==> src/rtl/game_pkg.sv <==
// game_pkg: round states, LFSR mask and default board sizing shared by the
// board generator, guess checker and guess counter.
package game_pkg;

   typedef enum logic [1:0] {IDLE, FILL, SHOW, READY} state_t;

   localparam logic [15:0] LFSR_MASK          = 16'hB400;
   localparam int          DEFAULT_BOARD_BITS = 8;
   localparam int          DEFAULT_NUM_LIT    = 3;

endpackage

==> src/rtl/lfsr16.sv <==
// lfsr16: free-running 16-bit Galois LFSR, x^16+x^14+x^13+x^11+1, shifting right.
module lfsr16
   import game_pkg::*;
#(
   parameter logic [15:0] SEED = 16'hACE1
) (
   input  logic        clk,
   input  logic        reset,
   output logic [15:0] state
);

   logic [15:0] state_q, state_d;

   always_comb state_d = state_q[0] ? (state_q >> 1) ^ LFSR_MASK : state_q >> 1;

   always_ff @(posedge clk or posedge reset)
      if (reset) state_q <= SEED;
      else       state_q <= state_d;

   assign state = state_q;

endmodule

==> src/rtl/board_generator.sv <==
// board_generator: builds a random board with NUM_LIT tiles lit, shows it for
// SHOW_CYCLES, then hides it and holds it with ready high for the guess checker.
module board_generator
   import game_pkg::*;
#(
   parameter int          BOARD_BITS  = DEFAULT_BOARD_BITS,
   parameter int          NUM_LIT     = DEFAULT_NUM_LIT,
   parameter int          SHOW_CYCLES = 50_000_000,
   parameter logic [15:0] LFSR_SEED   = 16'hACE1
) (
   input  logic                  clk,
   input  logic                  reset,
   input  logic                  start,
   output logic [BOARD_BITS-1:0] board,
   output logic [BOARD_BITS-1:0] display,
   output logic                  ready,
   output logic                  busy
);

   localparam int IDX_W = $clog2(BOARD_BITS);
   localparam int CNT_W = IDX_W + 1;
   localparam int TMR_W = SHOW_CYCLES > 1 ? $clog2(SHOW_CYCLES) : 1;
   localparam logic [CNT_W-1:0] LIT      = CNT_W'(NUM_LIT);
   localparam logic [TMR_W-1:0] TMR_LOAD = TMR_W'(SHOW_CYCLES - 1);

   logic [15:0]           lfsr;
   logic [IDX_W-1:0]      idx;
   logic                  unused_lfsr;
   state_t                state_q, state_d;
   logic [BOARD_BITS-1:0] board_q, board_d, display_q, display_d;
   logic [CNT_W-1:0]      cnt_q, cnt_d;
   logic [TMR_W-1:0]      tmr_q, tmr_d;
   logic                  ready_q, ready_d, busy_q, busy_d;

   lfsr16 #(.SEED(LFSR_SEED)) u_lfsr (.clk(clk), .reset(reset), .state(lfsr));

   assign idx         = lfsr[IDX_W-1:0];
   assign unused_lfsr = ^lfsr[15:IDX_W];

   // Outputs are decoded from the next state so they change on the same edge as the state.
   always_comb begin
      state_d = state_q;
      board_d = board_q;
      cnt_d   = cnt_q;
      tmr_d   = tmr_q;
      case (state_q)
         IDLE, READY:
            if (start) begin
               state_d = FILL;
               board_d = '0;
               cnt_d   = '0;
            end
         FILL:
            if (!board_q[idx]) begin
               board_d[idx] = 1'b1;
               cnt_d        = cnt_q + CNT_W'(1);
               if (cnt_d == LIT) begin
                  state_d = SHOW;
                  tmr_d   = TMR_LOAD;
               end
            end
         SHOW:
            if (tmr_q == '0) state_d = READY;
            else             tmr_d   = tmr_q - TMR_W'(1);
         default: ;
      endcase
      display_d = state_d == SHOW ? board_d : '0;
      ready_d   = state_d == READY;
      busy_d    = state_d == FILL || state_d == SHOW;
   end

   always_ff @(posedge clk or posedge reset)
      if (reset) begin
         state_q   <= IDLE;
         board_q   <= '0;
         display_q <= '0;
         cnt_q     <= '0;
         tmr_q     <= '0;
         ready_q   <= 1'b0;
         busy_q    <= 1'b0;
      end else begin
         state_q   <= state_d;
         board_q   <= board_d;
         display_q <= display_d;
         cnt_q     <= cnt_d;
         tmr_q     <= tmr_d;
         ready_q   <= ready_d;
         busy_q    <= busy_d;
      end

   assign board   = board_q;
   assign display = display_q;
   assign ready   = ready_q;
   assign busy    = busy_q;

endmodule

==> config.mk <==
export PLATFORM = sky130hd
export DESIGN_NAME = board_generator
export DESIGN_NICKNAME = d
export VERILOG_FILES = /design/src/rtl/game_pkg.sv /design/src/rtl/lfsr16.sv /design/src/rtl/board_generator.sv
export SDC_FILE = /design/constraint.sdc
export NUM_CORES = 1
export LEC_CHECK = 0
export ABC_AREA = 1
export BUFFER_PORTS_ARGS = -buffer_cell sky130_fd_sc_hd__buf_2
export CAP_MARGIN = 40
export CORE_MARGIN = 5
export CORE_UTILIZATION = 65
export DETAILED_ROUTE_END_ITERATION = 6
export GPL_TIMING_DRIVEN = 0
export HOLD_SLACK_MARGIN = 0.15
export PLACE_DENSITY = 0.92
export SETUP_SLACK_MARGIN = 0.3
export SYNTH_ARGS = -nofsm -noshare
export SYNTH_HDL_FRONTEND = slang
export SYNTH_SLANG_ARGS = --single-unit
export TNS_END_PERCENT = 1
==> constraint.sdc <==
create_clock -name clk -period 6.2 [get_ports clk]
set_clock_uncertainty 0.05 [all_clocks]
set_input_delay 0.31 -clock clk [delete_from_list [all_inputs] [get_ports clk]]
set_output_delay 0.31 -clock clk [all_outputs]
set_load 0.02 [all_outputs]
==> flow_summary.json <==
{
  "setup_viol": 0,
  "ant_nets": 0,
  "hp-start": "start",
  "min_period_ps": 2740,
  "holdPathEnd": "state_q[0]$_DFF_PP0_",
  "slew-limit-headroom": 0.615,
  "initial_core_util": 0.662,
  "rr_endpoint": "display[5]$_DFF_PP0_",
  "p_leak_nw": 2.07,
  "reg2reg_depth": 10,
  "yosysUniqueCellTypes": 35,
  "reg2reg_from": "state_q[0]$_DFF_PP0_",
  "worst-setup-path-type": "reg -> reg",
  "wl_per_cell_um": 14.4,
  "clk_pin_slew_worst_paths_ps": 80,
  "syn_area_per_cell_um2": 7.61,
  "core_um2": 5470,
  "cp_slowest_stage_delay_ps": 480,
  "critPathBufInv": 4,
  "hold_class": "in -> reg",
  "io_buffers": 20,
  "grt_use_total": 0.258,
  "first_global_vias": 3205,
  "ios": 21,
  "syn-num-nets": 488,
  "htree_levels": 3,
  "tightest_slew_ps": 576,
  "start_kind": "flip-flop",
  "cts_tree": "yes",
  "cts_sinks": 66,
  "area_growth_pct": 12.0,
  "drt_iter0_markers": 259,
  "final_common_cell": "nand2_1",
  "grt_remaining_overflow": 0,
  "peakVddDrop_v": 0.000245,
  "clk_root_buffer_cell": "clkbuf_8",
  "critPathArrivalTime_ps": 2920,
  "cts_buffers": 9,
  "worstPathCellList": "inv_1 -> ha_1 -> clkbuf_1 -> clkbuf_1 -> nand2_1 -> nand3_1 -> nand2_1 -> ha_1 -> inv_1 -> a211oi_1",
  "preCtsSetupSlack_ps": 3700,
  "design_area_um2": 4060,
  "routabilityCongestion": 0.930,
  "max_freq_ghz": 0.365,
  "p_per_area_nw_per_um2": 425,
  "holdPathStages": 3,
  "rsz0062_at_grt": "false",
  "rows": 27,
  "grt_pass1_wl_um": 15000,
  "end_kind": "flip-flop",
  "clock_path_buffers": 2,
  "mostFrequentLayoutCells": "nand2_1 (167), dfrtp_1 (58), nor2_1 (55), nand3_1 (54), inv_1 (44)",
  "yosysWarnings": 0,
  "num_vias": 3345,
  "antenna_found_initial": 0,
  "finalHoldViolCount": 0,
  "nNetsFinal": 521,
  "drive_above_1_share": 0.148,
  "fin_ws_ps": 3460,
  "synth_area_um2": 3620,
  "worst-r2r-setup-slack_ps": 3460,
  "drv_cap": 0,
  "grt_start_max_net_pins": 41,
  "synth-seq-cells": 66,
  "fin_tns_setup_ps": 0,
  "viasPerCell": 5.71,
  "die_area_um2": 7160,
  "placed_cell_area_um2": 3830,
  "dp_hpwl_um": 5500,
  "syn_inst": 476,
  "cp.required_ps": 6380,
  "die_x_um": 84.6,
  "diodes": 0,
  "outcome": "completed",
  "maxSlewViolCount": 0,
  "drc": 0,
  "totalWireLength_um": 8450,
  "crit_family": "buffers and inverters",
  "cp_max_fo": 10,
  "clk_latency_ps": 350,
  "fin_util": 0.741,
  "critical-path-slowest-cell": "clkbuf_1",
  "ys_seq_area_frac": 0.459,
  "die_y_um": 84.6,
  "dr.pass1.iters": 5,
  "fin_crit_sh": 0.442
}
cells by family after synthesis:
| group | count (synthesis) | share of synthesized area |
|---|---|---|
| AO/OA/AOI/OAI | 29 | 0.0484 |
| XOR/XNOR | 7 | 0.0169 |
| adder cells (fa/ha/maj) | 9 | 0.0311 |
| buffers and inverters | 56 | 0.0660 |
| flip-flops | 66 | 0.459 |
| AND/OR/NAND/NOR | 309 | 0.379 |
where the power goes:
part | switching [mW] | total [mW] | internal (mW)
Combinational | 0.502 | 0.729 | 0.228
Clock | 0.170 | 0.390 | 0.220
Sequential | 0.0889 | 0.605 | 0.516
Total | 0.761 | 1.72 | 0.964
worst max-delay path by stage:
| stage | start | end | cells past startpoint |
|---|---|---|---|
| floorplan | state_q[0]$_DFF_PP0_ | display[0]$_DFF_PP0_ | 9 |
| global placement | reset | cnt_q[2]$_DFFE_PP0P_ | 2 |
| detailed placement | state_q[0]$_DFF_PP0_ | display[0]$_DFF_PP0_ | 9 |
| CTS | state_q[0]$_DFF_PP0_ | display[5]$_DFF_PP0_ | 10 |
| global route | state_q[0]$_DFF_PP0_ | display[7]$_DFF_PP0_ | 10 |
| finish | state_q[0]$_DFF_PP0_ | display[5]$_DFF_PP0_ | 10 |
stage by stage:
step / total power, mW / cells / hold WS, ps
4_1_cts: 1.71 / 586 / 201
2_1_floorplan: 1.13 / 476 / 281
5_1_grt: 1.85 / 586 / 270
3_3_place_gp: 1.27 / 568 / 285
6_report: 1.72 / 586 / 205
3_5_place_dp: 1.30 / 569 / 287
final cells by class:
class | count | area (um^2)
timing repair buffer | 22 | 130
inverter | 47 | 176
tap | 72 | 90.1
multi-input combinational | 354 | 1720
clock buffer | 13 | 169
buffer | 9 | 62.6
clock inverter | 3 | 46.3
fill | 397 | 1420
sequential | 66 | 1660
what timing repair did:
item	4_1_cts	5_1_grt
hold endpoints to repair	19	0
gates resized for setup	0	0
setup buffers	0	0
hold buffers	1	0
state kept, by name, indices dropped and copies added (netlist names):
signal	flops
tmr_q	26
display	8
u_lfsr.state	16
busy	1
board	8
cnt_q	4
ready	1
state_q	2
tightest hold or removal path, cell delays in order:
cell and delay, ps:
buf_2 90, o21ai_0 70, nand2_1 90
cells in the mapped netlist (all sizes together):
library cell | instances | area [um^2]
a211oi | 2 | 15.0
a21o | 1 | 7.51
a21oi | 11 | 66.3
a31o | 1 | 8.76
and2 | 2 | 12.5
buf | 6 | 51.3
clkbuf | 3 | 11.3
dfrtp | 58 | 1450
dfstp | 8 | 210
ha | 9 | 113
inv | 47 | 176
nand2 | 173 | 697
nand3 | 57 | 300
nand3b | 2 | 27.5
nand4 | 6 | 37.5
nor2 | 57 | 224
nor3 | 2 | 10.0
o21ai | 11 | 55.1
o21bai | 1 | 7.51
o31ai | 2 | 15.0
or2 | 10 | 62.6
xnor2 | 2 | 17.5
xor2 | 5 | 43.8
routing by layer:
metal / wire length (um) / up-vias / global-route usage
met3: 681 / 30 / 0.0579
met1: 3560 / 1577 / 0.330
met2: 4000 / 168 / 0.431
met4: 206 / 0 / 0.0950
met5: 0 / - / 0
li1: - / 1570 / -
(Power assumes the default switching activity.)
